**src/rtl/clock_pkg.sv**
```systemverilog
// clock_pkg: definitions shared by the timekeeping core.
//   state_e    : FSM state; the encoding is exactly what appears on set_field.
//   TIME_W     : width of every time field.
//   MAX_HOUR   : last hour value before wrapping to 0.
//   MAX_MINSEC : last minute/second value before wrapping to 0.
package clock_pkg;

  localparam int TIME_W = 6;

  localparam logic [TIME_W-1:0] MAX_HOUR   = 6'd23;
  localparam logic [TIME_W-1:0] MAX_MINSEC = 6'd59;

  typedef enum logic [1:0] {
    RUN   = 2'd0,
    SET_H = 2'd1,
    SET_M = 2'd2,
    SET_S = 2'd3
  } state_e;

endpackage

```
**src/rtl/mod_counter.sv**
```systemverilog
// mod_counter: wrapping counter 0..MAX.
//   clk, rst : clock, asynchronous active-high reset
//   inc      : advance by one this cycle
//   value    : registered count, never above MAX
//   wrap     : combinational, high when inc is set and value is at MAX
//              (the value returns to 0 at the coming edge)
module mod_counter #(
  parameter int           W   = 6,
  parameter logic [W-1:0] MAX = '1
) (
  input  logic         clk,
  input  logic         rst,
  input  logic         inc,
  output logic [W-1:0] value,
  output logic         wrap
);

  logic [W-1:0] value_q;
  logic [W-1:0] value_d;
  logic         at_max;

  // Compare against MAX before incrementing so no out-of-range value exists.
  assign at_max = (value_q == MAX);
  assign wrap   = inc && at_max;

  always_comb begin
    value_d = value_q;
    if (inc) begin
      value_d = at_max ? '0 : value_q + W'(1);
    end
  end

  always_ff @(posedge clk or posedge rst) begin
    if (rst) begin
      value_q <= '0;
    end else begin
      value_q <= value_d;
    end
  end

  assign value = value_q;

endmodule

```
**src/rtl/time_counter.sv**
```systemverilog
// time_counter: timekeeping core of the digital clock.
// A prescaler divides clk to a 1 Hz tick. In RUN the tick advances a 24-hour
// hh:mm:ss count. key_mode cycles RUN->SET_H->SET_M->SET_S->RUN, and in a
// SET state key_inc bumps only the selected field, without carry.
//   clk, rst   : system clock, asynchronous active-high reset
//   key_mode   : one-cycle debounced pulse, advance the mode
//   key_inc    : one-cycle debounced pulse, increment the selected field
//   hours      : 0..23 (binary)
//   minutes    : 0..59 (binary)
//   seconds    : 0..59 (binary)
//   set_field  : FSM state (0=RUN, 1=SET_H, 2=SET_M, 3=SET_S)
//   blink      : blanking hint for the selected field
//   tick_1hz   : high in the cycle the prescaler is at CLK_FREQ-1
//   hour_pulse : high in the cycle a new xx:00:00 first shows
// Key inputs are plain pulses with no handshake. A pulse is seen at a single
// edge, and its effect shows in the cycle after that edge. Every output is a
// register.
module time_counter
  import clock_pkg::*;
#(
  parameter int CLK_FREQ = 50_000_000
) (
  input  logic              clk,
  input  logic              rst,
  input  logic              key_mode,
  input  logic              key_inc,
  output logic [TIME_W-1:0] hours,
  output logic [TIME_W-1:0] minutes,
  output logic [TIME_W-1:0] seconds,
  output logic [1:0]        set_field,
  output logic              blink,
  output logic              tick_1hz,
  output logic              hour_pulse
);

  localparam int PW = $clog2(CLK_FREQ);
  localparam logic [PW-1:0] PRESC_MAX  = PW'(CLK_FREQ - 1);
  localparam logic [PW-1:0] PRESC_HALF = PW'(CLK_FREQ / 2);

  state_e        state_q, state_d;
  logic [PW-1:0] presc_q, presc_d;
  logic          tick_q, tick_d;
  logic          blink_q, blink_d;
  logic          hour_pulse_q, hour_pulse_d;

  logic tick_now;
  logic run_tick;
  logic key_inc_eff;
  logic sec_inc, min_inc, hr_inc;
  logic sec_wrap, min_wrap, hr_wrap_unused;

  // FSM next state. key_mode has priority over key_inc everywhere.
  always_comb begin
    state_d = state_q;
    if (key_mode) begin
      case (state_q)
        RUN:     state_d = SET_H;
        SET_H:   state_d = SET_M;
        SET_M:   state_d = SET_S;
        default: state_d = RUN;
      endcase
    end
  end

  // Prescaler: free-running, but restarted when leaving SET_S. That way the
  // first RUN second is a full second long.
  always_comb begin
    tick_now = (presc_q == PRESC_MAX);
    presc_d  = tick_now ? '0 : presc_q + PW'(1);
    if (key_mode && (state_q == SET_S)) begin
      presc_d = '0;
    end
  end

  // Increment sources per field. The carry chain is used only in RUN.
  // A key_inc that arrives together with key_mode is dropped.
  always_comb begin
    run_tick    = (state_q == RUN) && tick_now;
    key_inc_eff = key_inc && !key_mode;
    sec_inc     = run_tick || ((state_q == SET_S) && key_inc_eff);
    min_inc     = (run_tick && sec_wrap) || ((state_q == SET_M) && key_inc_eff);
    hr_inc      = (run_tick && sec_wrap && min_wrap) ||
                  ((state_q == SET_H) && key_inc_eff);
  end

  // Registered outputs, computed from next-state values so that they line up
  // with the state and time that they describe.
  always_comb begin
    tick_d       = (presc_d == PRESC_MAX);
    blink_d      = (state_d != RUN) && (presc_d < PRESC_HALF);
    hour_pulse_d = run_tick && sec_wrap && min_wrap;
  end

  always_ff @(posedge clk or posedge rst) begin
    if (rst) begin
      state_q      <= RUN;
      presc_q      <= '0;
      tick_q       <= 1'b0;
      blink_q      <= 1'b0;
      hour_pulse_q <= 1'b0;
    end else begin
      state_q      <= state_d;
      presc_q      <= presc_d;
      tick_q       <= tick_d;
      blink_q      <= blink_d;
      hour_pulse_q <= hour_pulse_d;
    end
  end

  mod_counter #(.W(TIME_W), .MAX(MAX_MINSEC)) u_sec (
    .clk   (clk),
    .rst   (rst),
    .inc   (sec_inc),
    .value (seconds),
    .wrap  (sec_wrap)
  );

  mod_counter #(.W(TIME_W), .MAX(MAX_MINSEC)) u_min (
    .clk   (clk),
    .rst   (rst),
    .inc   (min_inc),
    .value (minutes),
    .wrap  (min_wrap)
  );

  // The day rollover has no consumer downstream.
  mod_counter #(.W(TIME_W), .MAX(MAX_HOUR)) u_hr (
    .clk   (clk),
    .rst   (rst),
    .inc   (hr_inc),
    .value (hours),
    .wrap  (hr_wrap_unused)
  );

  assign set_field  = state_q;
  assign blink      = blink_q;
  assign tick_1hz   = tick_q;
  assign hour_pulse = hour_pulse_q;

endmodule

```
**config.mk**
```make
export PLATFORM = sky130hd
export DESIGN_NAME = time_counter
export DESIGN_NICKNAME = d
export VERILOG_FILES = /design/src/rtl/clock_pkg.sv /design/src/rtl/mod_counter.sv /design/src/rtl/time_counter.sv
export SDC_FILE = /design/constraint.sdc
export NUM_CORES = 1
export LEC_CHECK = 0
export BUFFER_PORTS_ARGS = -buffer_cell sky130_fd_sc_hd__buf_2
export CAP_MARGIN = 0
export CORE_AREA = 4 4 88 90
export DETAILED_ROUTE_END_ITERATION = 8
export DIE_AREA = 0 0 92 94
export PLACE_DENSITY = 0.58
export SLEW_MARGIN = 20
export SYNTH_ARGS = -nofsm -noshare
export SYNTH_HDL_FRONTEND = slang
export SYNTH_SLANG_ARGS = --single-unit
export TNS_END_PERCENT = 20
```
**constraint.sdc**
```tcl
create_clock -name clk -period 7.9 [get_ports clk]
set_input_delay 0.395 -clock clk [delete_from_list [all_inputs] [get_ports clk]]
set_output_delay 0.395 -clock clk [all_outputs]
set_load 0.005 [all_outputs]
```
* Word-level counts from Yosys, hierarchy flattened
Cells that the tools add are included.
Cells by class: reductions and logical operators 17, magnitude comparators 1, mux-type cells 7, equal/unequal tests 8, add/subtract/negate cells 4
Operators with widths (number):
- equality test 26 bit (second input constant) | 2
- two-way mux 26 bit | 2
- adder 26 x 1 -> 26 bit (second input constant) | 1
- less-than comparator 26 x 25 -> 1 bit (second input constant) | 1
- adder 6 x 1 -> 6 bit (second input constant) | 3
- two-way mux 6 bit | 3
- equality test 6 bit (second input constant) | 2
- logical AND 1 bit | 11
- equality test 6 x 5 -> 1 bit (second input constant) | 1
- case mux 2 bit (3 select lines) | 1
- equality test 2 bit (second input constant) | 2
- logical OR 1 bit | 3
- equality test 2 x 1 -> 1 bit (second input constant) | 1
- zero test 2 bit | 1
- two-way mux 2 bit | 1
- nonzero test 2 bit | 1
- zero test 1 bit | 1
Storage, ports and cells: input port bits 4, word-level logic and storage cells 45, register bits after elaboration 49

* Longest topological paths before layout
Gate-level depths: netlist of the first run.
depth after elaboration 10, mapped depth 8, mapped depth without buffers 7

* By module
Synthesis of the first run repeated with hierarchy kept, for this count alone.
Unflattened totals: cells, all modules 289, area, all modules 2810.2 sq um
By module, submodules not included:
- time_counter | instances 1, cells an instance 208, sequential area each 775.7 sq um, area an instance 1945.6 sq um
- mod_counter at u_min ... | instances 2, cells an instance 28, sequential area each 150.1 sq um, area an instance 285.3 sq um
- mod_counter at u_hr | instances 1, cells an instance 25, sequential area each 150.1 sq um, area an instance 294.0 sq um

* Least setup slack after synthesis of the first run
OpenSTA, ideal clock, no wires.
path type register to register, start point reg presc_q[0], end point reg tick_q, in the netlist tick_1hz, data required time 7832 ps, data arrival time 2681 ps, stages on the path, launching flop included 9, path slack 5151 ps, path buffers 1, cells stage by stage dfrtp_1 > ha_1 > nand4_4 > or3_1 > buf_6 > o31a_1 > or4_1 > a311o_1 > and4b_1
On the way: longest elaborated chain between the ends 4, elaborated cells on any way between the ends 5
RTL lines:
- from (decl) | line time_counter.sv:41 | logic [PW-1:0] presc_q, presc_d;
- from (signal assigned) | line time_counter.sv:103 | presc_q <= presc_d;
- adder 26 x 1 -> 26 bit / equality test 26 bit (equally long branches) | line time_counter.sv:69, time_counter.sv:68
- two-way mux 26 bit (*) | line time_counter.sv:69 | presc_d = tick_now ? '0 : presc_q + PW'(1);
- two-way mux 26 bit (*) | line time_counter.sv:70 | if (key_mode && (state_q == SET_S)) begin
- equality test 26 bit (*) | line time_counter.sv:89 | tick_d = (presc_d == PRESC_MAX);
- named net tick_d | line time_counter.sv:42 | logic tick_q, tick_d;
- to (signal assigned) | line time_counter.sv:104 | tick_q <= tick_d;
- to (decl) | line time_counter.sv:42
The timed path passes the listed nets; every way through them passes the cells marked *. A chain may end at the register's enable or synchronous reset.

* Final worst setup path of the first run
start point reg presc_q[0], end point reg blink_q, in the netlist blink
On the way: longest elaborated chain between the ends 5, elaborated cells on any way between the ends 6
RTL lines:
- adder 26 x 1 -> 26 bit / equality test 26 bit (equally long branches) | line time_counter.sv:69, time_counter.sv:68
- two-way mux 26 bit (*) | line time_counter.sv:69
- two-way mux 26 bit (*) | line time_counter.sv:70
- less-than comparator 26 x 25 -> 1 bit (*) | line time_counter.sv:90 | blink_d = (state_d != RUN) && (presc_d < PRESC_HALF);
- logical AND 1 bit (*) | line time_counter.sv:90
- named net blink_d | line time_counter.sv:43 | logic blink_q, blink_d;
- to (signal assigned) | line time_counter.sv:105 | blink_q <= blink_d;
- to (decl) | line time_counter.sv:43
Marked as above.

==> results.tsv, run 1 <==
stage	metric	value	unit
flow_run	cap_violations	0	
pwr	p_sw	297	uW
yosys	ys_async_sr_fraction	1.00	
clock_network	cts-resized-gates	0	
yosys	synth.yosys.seq_area_share	0.449	
worst_hold_path	worstHoldPathType	input pin to async pin	
routing	dr.pass1.iters	4	
routing	drc_errors	0	
timing	setup-tns-final	0	ns
global_routing	met3_usage	0.0304	
routing	wl_per_cell	14.0	microns
place	io_buffers	26	
setup_path	critPathKind	register to register	
layout	n_fill_cell	734	
routing	via_per_inst	5.41	
yosys	synth.top_cell.area_share	0.449	
pwr	internal_power	515	uW
global_routing	grt_pass1_wl	10.4	mm
place	gp_congestion	0.832	
pwr	power_frac_seq	0.486	
clock_network	clock_path_buffers	2	
routing	drt-total-wl	5.95	mm
yosys	syn_nets	311	
place	pre_cts_ws	4.90	ns
die	rows	31	
yosys	syn_avg_cell_area	9.14	sq um
yosys	synth_cell_types	52	
setup_path	worstRegToRegCells	7	
layout	layout_commonest_cell	dfrtp_1	
place	place_hpwl	4.23	mm
die	coreArea	0.00706	sq mm
setup_path	r2r_start	presc_q[0]$_DFF_PP0_	
setup_path	crit_path_max_fanout	10	
layout	area_delta_synth_final	11.9	%
setup_path	r2r_slack	4.90	ns
yosys	netlist_instances	299	
layout	layout.nets	337	
global_routing	grt_max_degree	50	
timing	fin_crit	3.00	ns
routing	drt_iter0_drc	152	
timing	finalCritPeriodShare	0.380	
pwr	peakVddDrop	0.0000985	V
timing	fmax	0.333	GHz
setup_path	cp-end-kind	register	
layout	drive_gt1_frac	0.145	
die	ios	27	
global_routing	antenna_found_initial	0	
timing	setup_slack	4.90	ns
yosys	synth_ff_type	dfrtp_1	
setup_path	critPathLaunchType	register	
timing	final-setup-viol-count	0	
yosys	synth_edf_count	0	
timing	max-slew-margin-rel	0.430	
die	die_h	94	microns
timing	rsz0062_at_grt	false	
clock_network	hold_buffers	0	
yosys	synth_warnings	0	
timing	tightest_slew	0.854	ns
routing	num_vias	2292	
global_routing	grtUsageTotal	0.148	
die	die_area	0.00865	sq mm
yosys	ys_top_cells_by_area	dfrtp_1, nand2_1, nor2_1	
layout	layout.cells.non_filler	424	
timing	maxSlewViolCount	0	
pwr	p_per_area	266	mW/mm^2
yosys	ys_ff_latch	49	
global_routing	grt-ovfl-total	0	
yosys	yosysTopAreaCell	dfrtp_1	
clock_network	cts_made_buffers	5	
clock_network	clkLatencyLatePin	0.30	ns
pwr	leakagePower	1.35	nW
global_routing	use_met2	0.243	
clock_network	post_cts_buffers	0	
pwr	pwr-share-comb	0.295	
setup_path	required	8.07	ns
setup_path	arrival	3.17	ns
timing	hold_viol_final	0	
die	die_w	92	microns
global_routing	grt_pass1_vias	2151	
pwr	power.share.switching	0.366	
yosys	synth_area	0.00273	sq mm
layout	diodes	0	
global_routing	grt_util_met1	0.198	
clock_network	ctsHtreeMaxLevel	2	
clock_network	clk_pin_slew	0.09	ns
pwr	p_clk_frac	0.218	
clock_network	root_buffer	clkbuf_8	
layout	final_cell_mix	dfrtp_1, nand2_1, nor2_1	
routing	postRouteAntennaNets	0	
setup_path	reg2reg_to	blink$_DFF_PP0_	
outcome	status	completed	
global_routing	grt.busiest_layer	met2	
clock_network	cts_tree	yes	
clock_network	clock_sinks	49	
place	dp.cells	417	
timing	fin_skew	0.0107	ns
die	start_util	0.387	
## power by group through the flow
stage	registers, mW	clock network [mW]	logic (mW)
2_1_floorplan	0.388	0	0.165
3_3_place_gp	0.398	0	0.239
3_5_place_dp	0.400	0	0.243
4_1_cts	0.395	0.182	0.244
5_1_grt	0.409	0.192	0.279
6_report	0.395	0.177	0.240
## flip-flops by register name, summed over array words and instances, names as in the netlist
register / flops
u_sec.value: 6
u_hr.value: 6
tick_1hz: 1
presc_q: 26
blink: 1
hour_pulse: 1
u_min.value: 6
set_field: 2
## layer usage
| metal | up-vias | part of all wire |
|---|---|---|
| li1 | 1137 | - |
| met1 | 1094 | 0.48 |
| met2 | 55 | 0.46 |
| met3 | 6 | 0.052 |
| met4 | 0 | 0.0094 |
| met5 | - | 0 |
## critical path: stages (launching register included)
cell,delay [ns]
dfrtp_1,0.42
ha_1,0.35
nand4_4,0.20
or3_1,0.57
or4_2,0.60
and2_1,0.19
a2111oi_0,0.39
a41oi_1,0.16
## area by class of cell
| type | instances | area (sq um) | share of cell area |
|---|---|---|---|
| multi-input cells | 228 | 1420 | 0.463 |
| inverters | 15 | 57.6 | 0.0188 |
| clock inverters | 2 | 35.0 | 0.0115 |
| repair buffers | 26 | 130 | 0.0426 |
| well taps | 99 | 124 | 0.0405 |
| flip-flops and latches | 49 | 1230 | 0.401 |
| clock buffers | 5 | 68.8 | 0.0225 |
## logic make-up (layout without fill, tap and decap cells)
| logic type | count (synthesis) | count (layout) | share of synthesized area |
|---|---|---|---|
| compound gates | 49 | 49 | 0.124 |
| xor+xnor | 19 | 19 | 0.0609 |
| fa+ha+maj | 8 | 8 | 0.0366 |
| buf+inv | 22 | 48 | 0.0334 |
| flops | 49 | 49 | 0.449 |
| mux | 6 | 6 | 0.0243 |
| simple gates | 146 | 146 | 0.272 |
## synth_stat cells, types with 2 or more instances
cell       instances
a21o_1             2
a21oi_1            5
a22oi_1            2
a31oi_1            3
and2_1             6
and3_1             4
and4_1             3
clkbuf_1           5
dfrtp_1           49
ha_1               8
inv_1             15
mux2_2             5
nand2_1           37
nand3_1           14
nand4_1            5
nor2_1            35
nor2b_1            2
nor3_1            13
nor4_1             9
nor4b_1            2
o2111ai_1          2
o21a_1             2
o21ai_0           15
o31a_1             2
o31ai_1            4
or2_2              2
or3_1              3
or3_2              2
or4_1              3
xnor2_1           13
xor2_1             6
## worst max-delay path by stage
stage / startpoint / endpoint / slack [ns]
after global routing: presc_q[0]$_DFF_PP0_ / blink$_DFF_PP0_ / 4.65
after global placement: presc_q[0]$_DFF_PP0_ / blink$_DFF_PP0_ / 4.98
final: presc_q[0]$_DFF_PP0_ / blink$_DFF_PP0_ / 4.90
after detailed placement: presc_q[0]$_DFF_PP0_ / blink$_DFF_PP0_ / 4.90
after floorplan: presc_q[0]$_DFF_PP0_ / tick_1hz$_DFF_PP0_ / 5.15
after CTS: presc_q[0]$_DFF_PP0_ / blink$_DFF_PP0_ / 4.89
## metrics by stage
step | area, sq um | total power, mW | util | hold WS [ns]
floorplan | 2730 | 0.553 | - | 0.494
global placement | 2950 | 0.637 | 0.418 | 0.497
detailed placement | 2950 | 0.643 | 0.418 | 0.510
CTS | 3060 | 0.821 | 0.433 | 0.393
global route | 3060 | 0.880 | 0.433 | 0.301
finish | 3060 | 0.812 | 0.433 | 0.230
No activity file was read; power rests on OpenSTA's default activity.
==> inputs of run 2 (changes only) <==
- ABC_AREA: default -> 1
- CORE_AREA: 4 4 88 90 -> 4 4 94 96
- DIE_AREA: 0 0 92 94 -> 0 0 98 100
- PLACE_DENSITY: 0.58 -> 0.6
- clock period: 7.9 -> 2.65 ns (I/O delays scaled with it)
==> run 2 against run 1 <==
The flow now finishes with violations (hold timing). Setup slack got worse by 4.3 ns. First-iteration DRC count grew 34%. Hold slack worse by 0.26 ns. Synthesized area up 16%. Global-route usage is 1.8 points higher. Sequential power rose to 2.6 times the previous value. Critical path depth is 7 higher.
==> results.tsv, run 2 <==
stage	metric	value	unit	change
outcome	status	finished with violations		was completed
clock_network	clock_sinks	49		unchanged
global_routing	grt_max_degree	50		unchanged
routing	drc_errors	0		unchanged
timing	fin_skew	0.00507	ns	was 0.0107 ns
die	die_area	0.00980	sq mm	was 0.00865 sq mm
die	start_util	0.393		was 0.387
setup_path	critPathKind	register to register		unchanged
routing	num_vias	2832		was 2292
yosys	synthAdderAreaFrac	0.0316		was 0.0366
routing	drt-total-wl	7.72	mm	was 5.95 mm
die	die_h	100	microns	was 94 microns
layout	layout_commonest_cell	nand2_1		was dfrtp_1
layout	top_register	presc_q		unchanged
routing	drt_iter0_drc	204		was 152
layout	seq_area	0.00123	sq mm	unchanged
clock_network	cts_made_buffers	5		unchanged
timing	rsz0062_at_grt	false		unchanged
yosys	synth_compound_area_frac	0.0340		was 0.124
timing	fmax	0.479	GHz	was 0.333 GHz
yosys	yosysMostFrequentCell	nand2_1		was dfrtp_1
yosys	synth_ff_type	dfrtp_1		unchanged
place	io_buffers	26		unchanged
clock_network	clkLatencyLatePin	0.30	ns	about the same
timing	hold_viol_final	49		was 0
clock_network	cts-resized-gates	0		unchanged
yosys	synth_edf_count	0		unchanged
setup_path	crit_top_cell	nand2_1		
setup_path	path_delay_family	simple AND/OR/NAND/NOR gates		unchanged
setup_path	crit_chain	ha_1 -> nand2_2 -> nor2_2 -> nand2_2 -> nor2_2 -> nand2_2 -> nand2_4 -> inv_2 -> nand2_1 -> nand2_1 -> nor2_1 -> nand3_1 -> nand2_1 -> nand2_1		was ha_1 -> nand4_4 -> or3_1 -> or4_2 -> and2_1 -> a2111oi_0 -> a41oi_1
layout	diodes	0		unchanged
timing	final-setup-viol-count	0		unchanged
setup_path	crit_slowest_cell	dfrtp_1		was or4_2
setup_path	crit_path_max_fanout	12		was 10
yosys	synth_xor_area_frac	0.0415		was 0.0609
global_routing	grtUsageTotal	0.166		was 0.148
yosys	synth_warnings	0		unchanged
pwr	peakVddDrop	0.000348	V	was 0.0000985 V
timing	finalCritPeriodShare	0.788		was 0.380
die	ios	27		unchanged
yosys	synth.area.mux_share	0		was 0.0243
die	rows	33		was 31
setup_path	required	2.85	ns	was 8.07 ns
yosys	ys_ff_latch	49		unchanged
routing	dr.pass1.iters	4		unchanged
yosys	ys_async_sr_fraction	1.00		unchanged
setup_path	slowest_delay	0.40	ns	was 0.60 ns
clock_network	clk_pin_slew	0.09	ns	about the same
flow_run	cap_violations	0		unchanged
global_routing	grt_pass1_wl	13.2	mm	was 10.4 mm
clock_network	post_cts_buffers	0		unchanged
setup_path	arrival	2.29	ns	was 3.17 ns
setup_path	crit_buf_inv	1		was 0
setup_path	cp-end-kind	register		unchanged
timing	setup-tns-final	0	ns	unchanged
clock_network	root_buffer	clkbuf_8		unchanged
pwr	leakagePower	1.72	nW	was 1.35 nW
clock_network	hold_buffers	0		unchanged
yosys	synth_cell_types	28		was 52
outcome	violations	hold timing		
yosys	syn_avg_cell_area	6.94	sq um	was 9.14 sq um
die	coreArea	0.00805	sq mm	was 0.00706 sq mm
yosys	syn_nets	468		was 311
die	die_w	98	microns	was 92 microns
yosys	synth_commonest_cells	nand2_1, nor2_1, inv_1, dfrtp_1, nand3_1		was dfrtp_1, nand2_1, nor2_1, inv_1, o21ai_0
worst_hold_path	worstHoldPathType	input pin to async pin		unchanged
yosys	yosysTopAreaCell	dfrtp_1		unchanged
place	gp_congestion	0.860		was 0.832
timing	fin_crit	2.09	ns	was 3.00 ns
yosys	netlist_instances	456		was 299
timing	maxSlewViolCount	0		unchanged
yosys	synth_area	0.00317	sq mm	was 0.00273 sq mm
layout	n_fill_cell	857		was 734
layout	final_cell_mix	nand2_1, nor2_1, inv_1		was dfrtp_1, nand2_1, nor2_1
pwr	p_total	2.31	mW	was 812 uW
yosys	yosys.area_share.simple	0.411		was 0.272
yosys	synth.yosys.seq_area_share	0.387		was 0.449
global_routing	grt_pass1_vias	2722		was 2151
timing	hold_ws	-0.0291	ns	was 0.230 ns
place	place_hpwl	5.98	mm	was 4.23 mm
layout	largest_reg_flops	26		unchanged
clock_network	clock_path_buffers	2		unchanged
routing	postRouteAntennaNets	0		unchanged
layout	layout.nets	499		was 337
routing	wl_per_cell	13.0	microns	was 14.0 microns
layout	drive_gt1_frac	0.127		was 0.145
global_routing	antenna_found_initial	0		unchanged
layout	multi_input_area	0.00164	sq mm	was 0.00142 sq mm
yosys	ys_top_cells_by_area	dfrtp_1, nand2_1, nor2_1		unchanged
yosys	synth_top_family_by_area	simple AND/OR/NAND/NOR gates		unchanged
routing	via_per_inst	4.78		was 5.41
setup_path	critPathLaunchType	register		unchanged
yosys	synth.top_cell.area_share	0.387		was 0.449
timing	tightest_slew	0.868	ns	was 0.854 ns
pwr	p_per_area	654	mW/mm^2	was 266 mW/mm^2
clock_network	cts_tree	yes		unchanged
layout	area_delta_synth_final	11.3	%	was 11.9%
global_routing	grt-ovfl-total	0		unchanged
timing	max-slew-margin-rel	0.420		was 0.430
clock_network	ctsHtreeMaxLevel	2		unchanged
-- run 2: cell count changes after synthesis, sizes merged, moves of 6 or more --
cell / change
and2: -6
clkbuf: -6
inv: +55
nand2: +88
nand3: +38
nor2: +54
nor3: -7
nor4: -8
xnor2: -11
xor2: +7
-- run 2: report_power, final --
| group | switching (mW) | leakage, nW | internal [mW] | total [mW] |
|---|---|---|---|---|
| Combinational | 0.432 | 1.01 | 0.263 | 0.695 |
| Sequential | 0.158 | 0.652 | 0.887 | 1.04 |
| Clock | 0.260 | 0.0574 | 0.307 | 0.567 |
-- run 2: kinds of logic after synthesis --
kind of cell	after synthesis
DFF	49
xor gates and xnor gates	15
buffers and inverters	74
AOI/OAI and AO/OA	20
and+or+nand+nor	290
adders and majority gates	8
-- run 2: through the flow --
| stage | cell area, sq um | setup slack (ns) | hold slack (ns) | instances | util |
|---|---|---|---|---|---|
| 2_1_floorplan | 3170 | 0.887 | 0.272 | 456 | - |
| 3_3_place_gp | 3400 | 0.628 | 0.450 | 585 | 0.423 |
| 3_5_place_dp | 3400 | 0.563 | 0.454 | 585 | 0.423 |
| 4_1_cts | 3520 | 0.532 | 0.115 | 593 | 0.438 |
| 5_1_grt | 3520 | 0.314 | 0.0385 | 593 | 0.438 |
| 6_report | 3520 | 0.563 | -0.0291 | 593 | 0.438 |
-- run 2: area by class of cell --
| cell class | count | share of cell area |
|---|---|---|
| multi-input cells | 333 | 0.466 |
| repair buffers | 27 | 0.0390 |
| clock inverters | 2 | 0.0106 |
| well taps | 105 | 0.0373 |
| flip-flops and latches | 49 | 0.348 |
| inverters | 71 | 0.0760 |
| clock buffers | 6 | 0.0234 |
-- run 2: worst paths after layout --
| kind | startpoint | slack (ns) | depth (start not counted) | to |
|---|---|---|---|---|
| setup / recovery | presc_q[0]$_DFF_PP0_ | 0.56 | 14 | blink$_DFF_PP0_ |
| hold / removal | rst | -0.03 | 2 | presc_q[23]$_DFF_PP0_ |
| setup reg to reg | presc_q[0]$_DFF_PP0_ | 0.56 | 14 | blink$_DFF_PP0_ |
| hold reg to reg | presc_q[0]$_DFF_PP0_ | 0.50 | 1 | presc_q[0]$_DFF_PP0_ |
| max in group asynchronous | rst | 2.16 | 2 | presc_q[16]$_DFF_PP0_ |
| min in group clk | key_mode | 0.14 | 2 | set_field[1]$_DFF_PP0_ |
-- run 2: metal layers --
metal	track usage	vias up	part of all wire
met5	0	-	0
met4	0.0394	0	0.0095
met3	0.0222	8	0.032
met2	0.269	47	0.46
met1	0.236	1294	0.50
li1	-	1483	-
==> inputs of run 3 (changes only) <==
- clock period: 2.65 -> 1.7 ns (I/O delays scaled with it)
==> run 3 against run 2 <==
The run ends with setup timing left. Setup slack got worse by 0.71 ns. Fmax increased by 13%. Sequential share of layout area down 7.0 points. Die area did not move. Global-route usage rose by 2.4 points. Final cell count rose by 16%. Total power increased by 72%. Non-clock buffer count rose by 91. Hold slack improved by 0.10 ns. Clock skew is 0.010 ns higher. Critical path type unchanged. Largest power group is now combinational cells.
==> results.tsv, run 3 (synthesized netlist as in run 2, its figures left out) <==
stage	metric	value	unit	change
pwr	p_per_area	898	mW/mm^2	was 654 mW/mm^2
timing	rsz0062_at_grt	true		was false
place	place_hpwl	6.84	mm	was 5.98 mm
setup_path	crit_buf_inv	1		unchanged
pwr	p_clk_frac	0.177		was 0.246
pwr	power.share.switching	0.384		was 0.368
layout	final_cell_mix	nand2_1, buf_4, inv_1		was nand2_1, nor2_1, inv_1
timing	max-slew-margin-rel	0.593		was 0.420
place	gp_congestion	0.917		was 0.860
timing	finalCritPeriodShare	1.09		was 0.788
setup_path	crit_slowest_cell	dfrtp_1		unchanged
clock_network	clk_pin_slew	0.10	ns	was 0.09 ns
clock_network	clkLatencyLatePin	0.31	ns	was 0.30 ns
pwr	internal_power	2.45	mW	was 1.46 mW
setup_path	path_delay_family	simple AND/OR/NAND/NOR gates		unchanged
die	rows	33		unchanged
clock_network	cts_tree	yes		unchanged
place	dp.cells	664		was 585
clock_network	clock_path_buffers	2		unchanged
timing	tightest_slew	0.610	ns	was 0.868 ns
global_routing	grt-ovfl-total	0		unchanged
global_routing	grtUsageTotal	0.189		was 0.166
layout	diodes	0		unchanged
layout	top_register	presc_q		unchanged
timing	hold_viol_final	0		was 49
setup_path	required	1.93	ns	was 2.85 ns
routing	via_per_inst	4.72		was 4.78
pwr	p_sw	1.53	mW	was 849 uW
worst_hold_path	worstHoldPathType	input pin to register		was input pin to async pin
global_routing	grt_pass1_wl	15.1	mm	was 13.2 mm
die	ios	27		unchanged
layout	drive_gt1_frac	0.336		was 0.127
place	placed_cell_area	0.00401	sq mm	was 0.00340 sq mm
timing	fin_skew	0.0155	ns	was 0.00507 ns
pwr	leakagePower	2.19	nW	was 1.72 nW
layout	layout.nets	591		was 499
timing	final-setup-viol-count	10		was 0
layout	layout.cells.non_filler	685		was 593
clock_network	ctsHtreeMaxLevel	2		unchanged
global_routing	antenna_found_initial	0		unchanged
die	die_w	98	microns	unchanged
outcome	status	finished with violations		unchanged
routing	dr.pass1.iters	5		was 4
setup_path	crit_path_max_fanout	5		was 12
timing	setup-tns-final	-0.604	ns	was 0 ns
die	start_util	0.393		unchanged
pwr	power_frac_seq	0.407		was 0.453
global_routing	grt_max_degree	50		unchanged
layout	n_fill_cell	754		was 857
global_routing	use_met2	0.330		was 0.269
global_routing	grt_util_met1	0.251		was 0.236
pwr	peakVddDrop	0.000644	V	was 0.000348 V
global_routing	met3_usage	0.0278		was 0.0222
pwr	p_total	3.98	mW	was 2.31 mW
die	die_area	0.00980	sq mm	unchanged
setup_path	critPathLaunchType	register		unchanged
routing	drc_errors	0		unchanged
place	io_buffers	26		unchanged
pwr	pwr-share-comb	0.416		was 0.301
place	pre_cts_ws	-0.166	ns	was 0.563 ns
routing	wl_per_cell	13.0	microns	about the same
setup_path	cp-end-kind	register		unchanged
layout	layout_commonest_cell	nand2_1		unchanged
layout	final_util	0.550		was 0.438
timing	fmax	0.541	GHz	was 0.479 GHz
setup_path	slowest_delay	0.43	ns	was 0.40 ns
routing	drt_iter0_drc	202		was 204
routing	drt-total-wl	8.92	mm	was 7.72 mm
die	coreArea	0.00805	sq mm	unchanged
clock_network	root_buffer	clkbuf_8		unchanged
timing	setup_slack	-0.149	ns	was 0.563 ns
clock_network	cts_made_buffers	5		unchanged
clock_network	clock_sinks	49		unchanged
layout	area_delta_synth_final	39.8	%	was 11.3%
die	die_h	100	microns	unchanged
layout	largest_reg_flops	26		unchanged
setup_path	crit_chain	ha_4 -> nand2_4 -> nor2_4 -> nand2_2 -> nor2_2 -> nand2_2 -> nand2_8 -> buf_12 -> nor2_4 -> nand3_1 -> nor2_1 -> nand3_1 -> nor2_1		was ha_1 -> nand2_2 -> nor2_2 -> nand2_2 -> nor2_2 -> nand2_2 -> nand2_4 -> inv_2 -> nand2_1 -> nand2_1 -> nor2_1 -> nand3_1 -> nand2_1 -> nand2_1
routing	postRouteAntennaNets	0		unchanged
global_routing	grt.busiest_layer	met2		unchanged
flow_run	cap_violations	0		unchanged
timing	fin_crit	1.85	ns	was 2.09 ns
setup_path	critPathKind	register to register		unchanged
timing	maxSlewViolCount	0		unchanged
global_routing	grt_pass1_vias	3252		was 2722
outcome	violations	setup timing		was hold timing
setup_path	arrival	2.08	ns	was 2.29 ns
timing	hold_ws	0.0751	ns	was -0.0291 ns
routing	num_vias	3235		was 2832
layout	fin_area	0.00443	sq mm	was 0.00352 sq mm
## run 3: cell count changes in the layout (fill, tap and decap cells not counted), sizes merged
cell and delta:
buf +90, bufinv -1, clkbuf -1, dlygate4sd3 +1, inv +2, nand2 +1
## run 3: layout make-up
cell class,instances,area [sq um],share of cell area
Clock inverter,3,21.3,0.00480
Inverter,71,275,0.0622
Clock buffer,5,68.8,0.0155
Multi-Input combinational cell,334,1840,0.416
Timing Repair Buffer,118,858,0.194
Tap cell,105,131,0.0297
Sequential cell,49,1230,0.278
## run 3: worst paths after layout
kind                                 startpoint  slack [ns]  cells after the start                     end
max                        presc_q[0]$_DFF_PP0_       -0.15                     13      tick_1hz$_DFF_PP0_
max in group asynchronous                   rst        0.79                      4    presc_q[2]$_DFF_PP0_
min                                    key_mode        0.08                      2  set_field[0]$_DFF_PP0_
min reg2reg                presc_q[0]$_DFF_PP0_        0.51                      1    presc_q[0]$_DFF_PP0_
min in group asynchronous                   rst        0.48                      4   presc_q[12]$_DFF_PP0_
max reg2reg                presc_q[0]$_DFF_PP0_       -0.15                     13      tick_1hz$_DFF_PP0_
## run 3: power by group through the flow
stage | Combinational (mW) | Sequential (mW) | Clock, mW
2_1_floorplan | 0.793 | 1.62 | 0
3_3_place_gp | 1.47 | 1.62 | 0
3_5_place_dp | 1.50 | 1.63 | 0
4_1_cts | 1.60 | 1.62 | 0.733
5_1_grt | 1.86 | 1.65 | 0.783
6_report | 1.66 | 1.62 | 0.704
## run 3: per-layer routing
metal	vias up	wire length (microns)
met5	-	0
met4	0	124
met3	9	286
met2	66	4290
met1	1485	4220
li1	1675	-
## run 3: what timing repair did
item / CTS / global route
resized for setup: 36 / 34
pin swaps: 17 / 17
endpoints found under the setup margin: 22 / 34
setup buffers: 8 / 2
endpoints found under the hold margin: 49 / 0
cloned: 2 / 0
hold buffers: 1 / 0
